[src/rtl/li_encoder_if.sv]
// li_encoder_if: request/response bundle for the load-immediate encoder.
//   Request side : in_valid, in_ready, in_value[31:0], in_rt[4:0]
//   Response side: out_valid, out_ready, out_instr[31:0], out_extop[1:0],
//                  out_last, instr_cnt[15:0]
// The master modport belongs to the producer/consumer environment and the
// slave modport to the encoder.
interface li_encoder_if;
    logic        in_valid;
    logic        in_ready;
    logic [31:0] in_value;
    logic [4:0]  in_rt;
    logic        out_valid;
    logic        out_ready;
    logic [31:0] out_instr;
    logic [1:0]  out_extop;
    logic        out_last;
    logic [15:0] instr_cnt;

    modport master (
        output in_valid, in_value, in_rt, out_ready,
        input  in_ready, out_valid, out_instr, out_extop, out_last, instr_cnt
    );

    modport slave (
        input  in_valid, in_value, in_rt, out_ready,
        output in_ready, out_valid, out_instr, out_extop, out_last, instr_cnt
    );
endinterface

[src/rtl/li_encoder.sv]
// li_encoder: turns a 32-bit constant plus destination register into the
// shortest MIPS sequence (addiu / ori / lui, or lui+ori) that rebuilds it,
// tagging every word with the immediate-extension code the decoder needs.
//   clk  : system clock, rising edge
//   rst  : synchronous active-high reset
//   bus  : li_encoder_if.slave (request in, instruction words out, counter)
// All outputs are registered; a request is classified once at acceptance.
module li_encoder (
    input  logic         clk,
    input  logic         rst,
    li_encoder_if.slave  bus
);
    localparam logic [1:0] EXT_ZERO    = 2'b00;
    localparam logic [1:0] EXT_SIGNED  = 2'b01;
    localparam logic [1:0] EXT_HIGHPOS = 2'b10;

    localparam logic [5:0] OP_ADDIU = 6'h09;
    localparam logic [5:0] OP_ORI   = 6'h0D;
    localparam logic [5:0] OP_LUI   = 6'h0F;

    typedef enum logic [1:0] {
        S_IDLE  = 2'd0,
        S_EMIT1 = 2'd1,
        S_EMIT2 = 2'd2
    } state_e;

    state_e      state_q,     state_d;
    logic        in_ready_q,  in_ready_d;
    logic        out_valid_q, out_valid_d;
    logic [31:0] out_instr_q, out_instr_d;
    logic [1:0]  out_extop_q, out_extop_d;
    logic        out_last_q,  out_last_d;
    logic [31:0] instr2_q,    instr2_d;
    logic [15:0] cnt_q,       cnt_d;

    logic [31:0] first_instr_s;
    logic [1:0]  first_extop_s;
    logic        first_last_s;

    // Classify the incoming constant; earlier rules win over later ones.
    always_comb begin
        first_instr_s = {OP_LUI, 5'd0, bus.in_rt, bus.in_value[31:16]};
        first_extop_s = EXT_HIGHPOS;
        first_last_s  = 1'b0;
        if ((&bus.in_value[31:15]) || !(|bus.in_value[31:15])) begin
            first_instr_s = {OP_ADDIU, 5'd0, bus.in_rt, bus.in_value[15:0]};
            first_extop_s = EXT_SIGNED;
            first_last_s  = 1'b1;
        end else if (bus.in_value[31:16] == 16'h0000) begin
            first_instr_s = {OP_ORI, 5'd0, bus.in_rt, bus.in_value[15:0]};
            first_extop_s = EXT_ZERO;
            first_last_s  = 1'b1;
        end else if (bus.in_value[15:0] == 16'h0000) begin
            first_instr_s = {OP_LUI, 5'd0, bus.in_rt, bus.in_value[31:16]};
            first_extop_s = EXT_HIGHPOS;
            first_last_s  = 1'b1;
        end else begin
            first_instr_s = {OP_LUI, 5'd0, bus.in_rt, bus.in_value[31:16]};
            first_extop_s = EXT_HIGHPOS;
            first_last_s  = 1'b0;
        end
    end

    // Next-state and next-output computation for the emit sequencer.
    always_comb begin
        state_d     = state_q;
        in_ready_d  = in_ready_q;
        out_valid_d = out_valid_q;
        out_instr_d = out_instr_q;
        out_extop_d = out_extop_q;
        out_last_d  = out_last_q;
        instr2_d    = instr2_q;
        cnt_d       = cnt_q;

        if (out_valid_q && bus.out_ready) begin
            cnt_d = cnt_q + 16'd1;
        end else begin
            cnt_d = cnt_q;
        end

        case (state_q)
            S_IDLE: begin
                if (bus.in_valid && in_ready_q) begin
                    state_d     = S_EMIT1;
                    in_ready_d  = 1'b0;
                    out_valid_d = 1'b1;
                    out_instr_d = first_instr_s;
                    out_extop_d = first_extop_s;
                    out_last_d  = first_last_s;
                    // The ori half writes back into rt, so rs = rt here.
                    instr2_d    = {OP_ORI, bus.in_rt, bus.in_rt, bus.in_value[15:0]};
                end else begin
                    in_ready_d  = 1'b1;
                    out_valid_d = 1'b0;
                end
            end
            S_EMIT1: begin
                if (bus.out_ready) begin
                    if (out_last_q) begin
                        state_d     = S_IDLE;
                        in_ready_d  = 1'b1;
                        out_valid_d = 1'b0;
                    end else begin
                        state_d     = S_EMIT2;
                        out_instr_d = instr2_q;
                        out_extop_d = EXT_ZERO;
                        out_last_d  = 1'b1;
                    end
                end else begin
                    state_d = S_EMIT1;
                end
            end
            S_EMIT2: begin
                if (bus.out_ready) begin
                    state_d     = S_IDLE;
                    in_ready_d  = 1'b1;
                    out_valid_d = 1'b0;
                end else begin
                    state_d = S_EMIT2;
                end
            end
            default: begin
                state_d     = S_IDLE;
                in_ready_d  = 1'b1;
                out_valid_d = 1'b0;
            end
        endcase
    end

    // State and output registers; reset overrides any handshake in the cycle.
    always_ff @(posedge clk) begin
        if (rst) begin
            state_q     <= S_IDLE;
            in_ready_q  <= 1'b1;
            out_valid_q <= 1'b0;
            out_instr_q <= 32'd0;
            out_extop_q <= 2'd0;
            out_last_q  <= 1'b0;
            instr2_q    <= 32'd0;
            cnt_q       <= 16'd0;
        end else begin
            state_q     <= state_d;
            in_ready_q  <= in_ready_d;
            out_valid_q <= out_valid_d;
            out_instr_q <= out_instr_d;
            out_extop_q <= out_extop_d;
            out_last_q  <= out_last_d;
            instr2_q    <= instr2_d;
            cnt_q       <= cnt_d;
        end
    end

    assign bus.in_ready  = in_ready_q;
    assign bus.out_valid = out_valid_q;
    assign bus.out_instr = out_instr_q;
    assign bus.out_extop = out_extop_q;
    assign bus.out_last  = out_last_q;
    assign bus.instr_cnt = cnt_q;

endmodule

[src/flat_wrapper.sv]
// flat-port wrapper written by rule: the top's interface ports become plain ports
module li_encoder_flat 
  (clk, rst, bus_in_valid, bus_in_value, bus_in_rt, bus_out_ready, bus_in_ready, bus_out_valid, bus_out_instr, bus_out_extop, bus_out_last, bus_instr_cnt);
  li_encoder_if bus_i ();
  input  logic clk;
  input  logic rst;
  input wire logic [$bits(bus_i.in_valid)-1:0] bus_in_valid;
  input wire logic [$bits(bus_i.in_value)-1:0] bus_in_value;
  input wire logic [$bits(bus_i.in_rt)-1:0] bus_in_rt;
  input wire logic [$bits(bus_i.out_ready)-1:0] bus_out_ready;
  output wire logic [$bits(bus_i.in_ready)-1:0] bus_in_ready;
  output wire logic [$bits(bus_i.out_valid)-1:0] bus_out_valid;
  output wire logic [$bits(bus_i.out_instr)-1:0] bus_out_instr;
  output wire logic [$bits(bus_i.out_extop)-1:0] bus_out_extop;
  output wire logic [$bits(bus_i.out_last)-1:0] bus_out_last;
  output wire logic [$bits(bus_i.instr_cnt)-1:0] bus_instr_cnt;
  assign bus_i.in_valid = bus_in_valid;
  assign bus_i.in_value = bus_in_value;
  assign bus_i.in_rt = bus_in_rt;
  assign bus_i.out_ready = bus_out_ready;
  assign bus_in_ready = bus_i.in_ready;
  assign bus_out_valid = bus_i.out_valid;
  assign bus_out_instr = bus_i.out_instr;
  assign bus_out_extop = bus_i.out_extop;
  assign bus_out_last = bus_i.out_last;
  assign bus_instr_cnt = bus_i.instr_cnt;
  li_encoder u_core (.clk(clk), .rst(rst), .bus(bus_i));
endmodule
[config.mk]
export PLATFORM = sky130hd
export DESIGN_NAME = li_encoder_flat
export DESIGN_NICKNAME = d
export VERILOG_FILES = /design/src/rtl/li_encoder_if.sv /design/src/rtl/li_encoder.sv /design/src/flat_wrapper.sv
export SDC_FILE = /design/constraint.sdc
export NUM_CORES = 1
export LEC_CHECK = 0
export BUFFER_PORTS_ARGS = -buffer_cell sky130_fd_sc_hd__buf_2
export CAP_MARGIN = 30
export CORE_MARGIN = 3
export CORE_UTILIZATION = 35
export CTS_CLUSTER_DIAMETER = 120
export DETAILED_ROUTE_END_ITERATION = 10
export SYNTH_ARGS = -nofsm -noshare
export SYNTH_HDL_FRONTEND = slang
export SYNTH_SLANG_ARGS = --single-unit
[constraint.sdc]
create_clock -name clk -period 1.8 [get_ports clk]
set_input_delay 0.18 -clock clk [delete_from_list [all_inputs] [get_ports clk]]
set_output_delay 0.18 -clock clk [all_outputs]
set_load 0.01 [all_outputs]
# After elaboration in Yosys (flattened, before gate mapping)
# Cells that the tools add are included.
# totals
in_bits,41
mem_bits_ro,0
n_memories,0
word_cells,62
latch_bits,0
output_inout_bits,53
regBits,82
ram_bits,0
# classes
magnitude_cmp,0
n_div,0
reduce_logical,14
multipliers,0
eq_ne,7
addsub,1
shifts,0
n_bitwise,0
muxes,32
# ops
op,count
$mux 32,3
$pmux 32 s2,1
$logic_not 16->1,2
$mux 29,1
$mux 28,1
$mux 2,9
$reduce_and 17->1,1
$reduce_or 17->1,1
$add 16x1->16 const B,1
$mux 1,12
$ne 2x2->1 const B,3
$pmux 1 s3,2
$pmux 2 s3,1
$reduce_and 3->1,2
$ne 2x1->1 const B,2
$pmux 2 s2,1
$reduce_and 4->1,1
$eq 2x1->1 const B,1
$eq 2x2->1 const B,1
$logic_and 1x1->1,2
$logic_not 2->1,1
$pmux 1 s2,1
$reduce_and 2->1,1
$reduce_bool 2->1,1
2 further kinds,2

# Longest topological paths before layout
# Gate-level depths: netlist (run 1).
# depth
ltp_word,6
ltp_mapped,7
mapped_depth_nobuf,5

# Worst setup path before layout (run 1)
# Ideal clock, no wire load.
# synth_path
path_kind,register to register
from,register u_core.out_last_q (netlist: u_core.bus.out_last)
to,register u_core.out_instr_q[4] (netlist: u_core.bus.out_instr[4])
n_path_buf,1
synth_period_minus_slack_ns,1.571
slack_ns,0.229
setup_ns,0.070
stages_incl_launch_ff,7
required_ns,1.730
arrival_ns,1.501
path_cell_list,dfxtp_1 nand3b_1 a21oi_4 buf_2 mux2i_1 a2bb2oi_1 a21oi_1
# synth_via
elab_chain_cells,2
# synth_lines
item,line_no,source
"start, declared",li_encoder.sv:32,"logic out_last_q, out_last_d;"
"start signal, assigned",li_encoder.sv:147,out_last_q <= out_last_d;
$ne 2x2->1 (no line),--,
$reduce_and 4->1 (no line),--,
"end signal, assigned",li_encoder.sv:145,out_instr_q <= out_instr_d;
"end, declared",li_encoder.sv:30,"logic [31:0] out_instr_q, out_instr_d;"
# Every way passes these cells.
# A chain may end at the register's enable or synchronous reset.

# Worst setup path in the final report (run 1)
# layout_path
from,register u_core.out_last_q (netlist: u_core.bus.out_last)
to,register u_core.out_instr_q[9] (netlist: u_core.bus.out_instr[9])
# Same word-level chain as after synthesis.

==> results by group, run 1 <==
Cells and area
  – Filler Cell Count: 989
  – Final Instance Area: 0.00420 sq mm
  – Nets@finish: 546
  – Reg area: 0.00146 sq mm
  – Layout cells sized above 1: 0.263
  – Area occupied by multi-input gates: 0.00174 sq mm
  – Antenna cells: 0
  – Layout area overhead: 24.7%

Setup path
  – Critical Path Max Stage Delay: 340 ps
  – Crit Path Class: reg -> reg
  – Worst EP arrival: 1880 ps
  – Worst path cell trace: nand3b_1 -> a21oi_4 -> nand2_2 -> buf_4 -> a2bb2oi_1 -> a21oi_1
  – Crit-path max FO: 15
  – Reg2reg start: u_core.bus.out_last$_SDFFE_PP0P_
  – Crit path max-delay family: simple AND/OR/NAND/NOR gates
  – Critical Path RT: 2000 ps
  – Startpoint types: flip-flop
  – Worst r2r dst: u_core.bus.out_instr[9]$_SDFFE_PP0P_
  – Flop-to-flop setup slack: 130 ps
  – R2R cell count: 6
  – Worst path bufs/invs: 1
  – CP max stage cell: dfxtp_1
  – Crit end category: flip-flop

CTS
  – CTS sink cnt: 73
  – Root buffer cell: clkbuf_8
  – Post-cts sizing count: 0
  – Post-CTS Setup Repair Bufs: 0
  – Clock-pin slew of the registers on the worst-case setup and hold paths: 80 ps
  – CTS Hold Bufs: 0
  – CTS H-tree depth: 3
  – Worst skew pair latency: 340 ps
  – Clk buf depth: 2
  – TritonCTS clock tree: done
  – Cts bufs inserted: 9

Floorplan
  – Placeable Area: 0.00928 sq mm
  – Die height: 104 microns
  – I/O pin cnt: 94
  – Die Span X: 104 microns
  – Die Footprint: 0.0108 sq mm
  – Starting Density: 0.363
  – # rows: 35

Logic synthesis
  – Post-Syn Area: 0.00337 sq mm
  – Yosys top cell area share: 0.434
  – Number of synthesized flops with an enable pin: 0
  – Post-Syn Instances: 413
  – Sequential share of the synthesized area: 0.434
  – Ranking of synthesized cells by area: dfxtp_1 (43%), a21oi_1 (8.2%), nand2_1 (8.1%), nor2_1 (3.6%), nand3_1 (3.0%)
  – Area leader, netlist: dfxtp_1
  – Asr flop ratio synth: 0
  – Top cells by count, synth: dfxtp_1 (73), nand2_1 (73), a21oi_1 (55)
  – Seq cells post-synth: 73
  – Yosys warns: 0
  – Unique masters post-synth: 47
  – Ys flop type: dfxtp_1
  – Syn_area_per_cell: 8.16 sq um

STA
  – Hold WS: 83.5 ps
  – Fin Clk Skew: 8.56 ps
  – Final hold vios: 0
  – Fin crit period: 1670 ps
  – Final period utilization: 0.929
  – Final setup fails: 0
  – Max Slew Vio Count: 0
  – Max_slew headroom: 0.566
  – Fmax: 0.598 GHz
  – Setup TNS after final layout: 0 ps
  – Slew @ Worst Pin: 651 ps
  – RSZ-0062 raised after global routing: false

Placed design
  – Placed Instance Area: 0.00402 sq mm
  – RePlAce Congestion: 0.808
  – Detailed placement HPWL: 6840 microns
  – IO buf count: 91

Global routing
  – Gr usage total: 0.168
  – Total grt overflow: 0
  – Global-route wire length before repair: 14,900 microns
  – Largest net degree at the start of global routing: 39
  – Initial antenna violation count: 0
  – Number of global-route vias before repair: 3,075

Power and ir drop
  – Static leakage: 1.79 nW
  – VDD IR max: 375 uV
  – Pwr/cell area: 925 mW/mm^2

Hold path
  – Hold WC Path Type: in -> reg
  – Min-delay src: bus_in_rt[4]
  – Hold Path Stages: 3
  – Min-Delay Endpoint: u_core.instr2_q[25]$_SDFFE_PP0P_

Drt
  – Initial DRC count: 157
  – Vias per inst: 5.06
  – Drt total wl: 9220 microns
  – Remaining DRCs: 0
  – Pre-Repair DR Iteration Count: 4
  – Per-cell routed wire length: 14.5 microns
  – Via count: 3,227
  – ANT nets after route: 0

Outcome
  – Status: finished, final reports clean

Job
  – MaxCap Viol Count: 0
logic make-up after synthesis:
kind of cell,count (synthesis),synth area share
and+or+nand+nor,180,0.267
adders and majority gates,1,0.00371
xor gates and xnor gates,10,0.0260
DFF,73,0.434
muxes,9,0.0267
buffers and inverters,41,0.0557
AOI/OAI and AO/OA,98,0.186
other,1,0.00111
routing by layer:
layer / up-vias / routed length [microns] / GRT usage / part of all wire
met2: 63 / 4500 / 0.284 / 0.49
met1: 1529 / 4300 / 0.210 / 0.47
met4: 0 / 106 / 0.0646 / 0.011
li1: 1626 / - / - / -
met3: 9 / 315 / 0.0341 / 0.034
met5: - / 0 / 0 / 0
stage by stage:
step / setup slack, ps / util / std cells / power, mW
after floorplan: 229 / - / 414 / 2.41
after global placement: 119 / 0.433 / 622 / 2.74
after detailed placement: 80.6 / 0.433 / 622 / 2.76
after CTS: 93.9 / 0.452 / 638 / 3.92
after global routing: 0.936 / 0.452 / 638 / 4.10
final: 127 / 0.452 / 638 / 3.88
where the power goes:
| part | switching (mW) | leakage [nW] | internal (mW) |
|---|---|---|---|
| registers | 0.0809 | 0.597 | 1.75 |
| logic | 0.507 | 1.10 | 0.371 |
| clock network | 0.600 | 0.0932 | 0.571 |
| total | 1.19 | 1.79 | 2.70 |
tightest hold or removal path: stages:
cell and delay [ps]:
buf_2 100, nand2_1 50, a21oi_1 50
worst max path at each step:
stage                                    startpoint                                     to  slack, ps  depth (start not counted)
6_report           u_core.bus.out_last$_SDFFE_PP0P_   u_core.bus.out_instr[9]$_SDFFE_PP0P_        130                          6
5_1_grt        u_core.bus.instr_cnt[2]$_SDFFE_PP0P_  u_core.bus.instr_cnt[14]$_SDFFE_PP0P_        0.9                          5
4_1_cts            u_core.bus.out_last$_SDFFE_PP0P_   u_core.bus.out_instr[7]$_SDFFE_PP0P_         90                          5
3_5_place_dp                       bus_in_value[16]   u_core.bus.out_instr[0]$_SDFFE_PP0P_         80                          7
3_3_place_gp                       bus_in_value[16]   u_core.bus.out_instr[2]$_SDFFE_PP0P_        120                          7
2_1_floorplan      u_core.bus.out_last$_SDFFE_PP0P_   u_core.bus.out_instr[4]$_SDFFE_PP0P_        230                          6
sequential cells by signal, summed over array words and instances, names as in the netlist:
name	flops
u_core.bus.out_valid	1
u_core.bus.out_instr	29
u_core.state_q	2
u_core.bus.out_last	1
u_core.bus.instr_cnt	16
u_core.bus.in_ready	1
u_core.bus.out_extop	1
u_core.instr2_q	22
final cells by class:
type                    instances  share of cell area
multi-input cells             300               0.414
flip-flops and latches         73               0.348
repair buffers                111               0.150
well taps                     129              0.0384
clock buffers                  13              0.0378
inverters                       9             0.00804
clock inverters                 3             0.00357
placed cells by master, fill, tap and decap left out, types with 8 or more instances in the layout:
cell and count:
dfxtp_1 73, buf_2 91, a21oi_1 55, clkbuf_8 11, nand2_1 73, nor2_1 32
nand3_1 20, mux2i_1 9, buf_4 18, inv_1 9, nor4_1 8, a211o_1 8
or3_1 9
No activity file was read; power rests on OpenSTA's default activity.
==> run 2, diff against run 1 <==
--- a/config.mk
+++ b/config.mk
@@ -10,7 +10,10 @@
 export CORE_MARGIN = 3
 export CORE_UTILIZATION = 35
 export CTS_CLUSTER_DIAMETER = 120
+export CTS_CLUSTER_SIZE = 8
 export DETAILED_ROUTE_END_ITERATION = 10
+export GPL_TIMING_DRIVEN = 0
+export SLEW_MARGIN = 25
 export SYNTH_ARGS = -nofsm -noshare
 export SYNTH_HDL_FRONTEND = slang
 export SYNTH_SLANG_ARGS = --single-unit
==> results by group, run 2 (same netlist as run 1, synthesis figures left out) <==
Outcome
  – Status: finished, final reports clean

Drt
  – Vias per inst: 5.14 (+1.6%)
  – Drt total wl: 9820 microns (+6.6%)
  – Per-cell routed wire length: 15.1 microns (+4.4%)
  – Initial DRC count: 149 (-5.1%)
  – Via count: 3,346 (+3.7%)
  – ANT nets after route: 0 (unchanged)
  – Remaining DRCs: 0 (unchanged)
  – Pre-Repair DR Iteration Count: 5 (+1)

CTS
  – Worst skew pair latency: 340 ps (about the same)
  – CTS H-tree depth: 3 (unchanged)
  – Clk buf depth: 2 (unchanged)
  – Cts bufs inserted: 9 (unchanged)
  – TritonCTS clock tree: done
  – CTS sink cnt: 73 (unchanged)
  – Clock-pin slew of the registers on the worst-case setup and hold paths: 80 ps (about the same)
  – CTS Hold Bufs: 0 (unchanged)
  – Root buffer cell: clkbuf_8

Job
  – MaxCap Viol Count: 0 (unchanged)

Floorplan
  – # rows: 35 (unchanged)
  – Die height: 104 microns (unchanged)
  – Starting Density: 0.363 (unchanged)
  – Die Footprint: 0.0108 sq mm (unchanged)
  – Die Span X: 104 microns (unchanged)
  – I/O pin cnt: 94 (unchanged)
  – Placeable Area: 0.00928 sq mm (unchanged)

Setup path
  – Startpoint types: flip-flop
  – Worst EP arrival: 2030 ps (+150 ps)
  – Crit path launch: u_core.bus.out_last$_SDFFE_PP0P_
  – Crit end category: flip-flop
  – CP max stage cell: dfxtp_1
  – Flop-to-flop setup slack: 60 ps (-70 ps)
  – Reg2reg start: u_core.bus.out_last$_SDFFE_PP0P_
  – Worst path cell trace: nand3b_1 -> a21oi_4 -> nand2_2 -> buf_2 -> nor4b_1 -> a211o_1
  – Crit Path Class: reg -> reg
  – Critical Path Max Stage Delay: 360 ps (+20 ps)
  – Critical Path RT: 2090 ps (+90 ps)
  – Crit-path max FO: 10 (-5)

Placed design
  – IO buf count: 90 (-1.1%)
  – RePlAce Congestion: 0.781 (-3.4%)
  – Placed insts: 633 (+1.8%)
  – Placed Instance Area: 0.00399 sq mm (-0.87%)
  – Detailed placement HPWL: 7390 microns (+8.0%)

Cells and area
  – Layout area overhead: 25.7%
  – Commonest non-fill, non-tap cell in the layout: buf_2
  – Most frequent cells in the layout: buf_2 (99), nand2_1 (73), dfxtp_1 (72), a21oi_1 (55), nor2_1 (32)
  – Final Instance Area: 0.00424 sq mm (+0.86%)
  – Antenna cells: 0 (unchanged)
  – Layout cells sized above 1: 0.262 (-0.000809)
  – Max reg flops: 29 (unchanged)
  – Fin cells: 651 (+2.0%)
  – Nets@finish: 559 (+2.4%)

STA
  – RSZ-0062 raised after global routing: true
  – Setup TNS after final layout: 0 ps (unchanged)
  – Fin Clk Skew: 4.87 ps (-3.69 ps)
  – Max Slew Vio Count: 0 (unchanged)
  – Max_slew headroom: 0.616 (+0.0495)
  – Fin crit period: 1740 ps (+68.3 ps)
  – Final setup fails: 0 (unchanged)
  – Fmax: 0.574 GHz (-3.9%)
  – Final period utilization: 0.967 (+0.0380)
  – Final hold vios: 0 (unchanged)
  – Slew @ Worst Pin: 577 ps (-74.2 ps)

Power and ir drop
  – Pwr/cell area: 958 mW/mm^2 (+3.7%)
  – Static leakage: 1.80 nW (+0.41%)
  – VDD IR max: 363 uV (-3.3%)

Hold path
  – Hold WC Path Type: in -> reg
  – Min-delay src: bus_in_value[7]

Global routing
  – Largest net degree at the start of global routing: 14 (-64%)
  – Gr usage total: 0.180 (+0.0117)
  – Initial antenna violation count: 0 (unchanged)
  – Total grt overflow: 0 (unchanged)
  – Number of global-route vias before repair: 3,244 (+5.5%)
  – Global-route wire length before repair: 16,100 microns (+7.9%)
run 2: cell types whose count changed in the layout (fill, tap and decap cells not counted), moves of 2 or more:
| cell | before | now |
|---|---|---|
| clkinv_2 | 3 | 1 |
| buf_4 | 18 | 7 |
| buf_2 | 91 | 99 |
| mux2i_1 | 9 | 7 |
| clkinvlp_4 | 0 | 3 |
| mux2i_2 | 0 | 2 |
| buf_1 | 0 | 2 |
| clkbuf_2 | 0 | 3 |
| clkbuf_1 | 2 | 11 |
run 2: what timing repair did:
item / 4_1_cts / 5_1_grt
buffers inserted: 2 / 0
setup endpoints to repair: 11 / 28
pin swaps: 1 / 1
resized for setup: 3 / 9
hold endpoints to repair: 0 / 0
run 2: metal layers:
layer / up-vias / wire length [microns] / global-route usage
li1: 1654 / - / -
met4: 0 / 100 / 0.0522
met5: - / 0 / 0
met3: 8 / 539 / 0.0391
met1: 1585 / 4480 / 0.230
met2: 99 / 4700 / 0.304
run 2: stage by stage:
stage | power [mW] | hold slack, ps | utilization | setup WS, ps
6_report | 4.06 | 80.1 | 0.456 | 58.7
5_1_grt | 4.27 | 83.1 | 0.456 | -4.26
4_1_cts | 4.06 | 72.5 | 0.455 | 25.6
3_5_place_dp | 2.74 | 431 | 0.429 | -50.6
3_3_place_gp | 2.73 | 432 | 0.429 | -17.0
2_1_floorplan | 2.41 | 298 | - | 229
run 2: critical path, delay by kind of cell, from the launching register on:
kind | cells | cell delay, ps
and+or+nand+nor | 3 | 730
buffers and inverters | 1 | 220
DFF | 1 | 360
AOI/OAI and AO/OA | 2 | 370
run 2: final timing paths:
path                                          endpoint  cells after the start
hold reg to reg        u_core.instr2_q[3]$_SDFFE_PP0P_                      2
setup / recovery  u_core.bus.out_instr[2]$_SDFFE_PP0P_                      6
setup reg to reg  u_core.bus.out_instr[2]$_SDFFE_PP0P_                      6
hold / removal    u_core.bus.out_instr[7]$_SDFFE_PP0P_                      2
run 2: power by group:
group / total (mW) / switching, mW / leakage, nW / internal, mW
logic: 0.909 / 0.536 / 1.10 / 0.373
clock network: 1.31 / 0.635 / 0.0949 / 0.680
registers: 1.84 / 0.0832 / 0.598 / 1.75
total: 4.06 / 1.25 / 1.80 / 2.81
run 2: area by class of cell:
cell class | instances | area, sq um
Buffer | 32 | 165
Clock buffer | 10 | 138
Clock inverter | 6 | 66.3
Fill cell | 974 | 5050
Inverter | 9 | 33.8
Multi-Input combinational cell | 300 | 1730
Sequential cell | 73 | 1460
Tap cell | 129 | 161
Timing Repair Buffer | 92 | 478
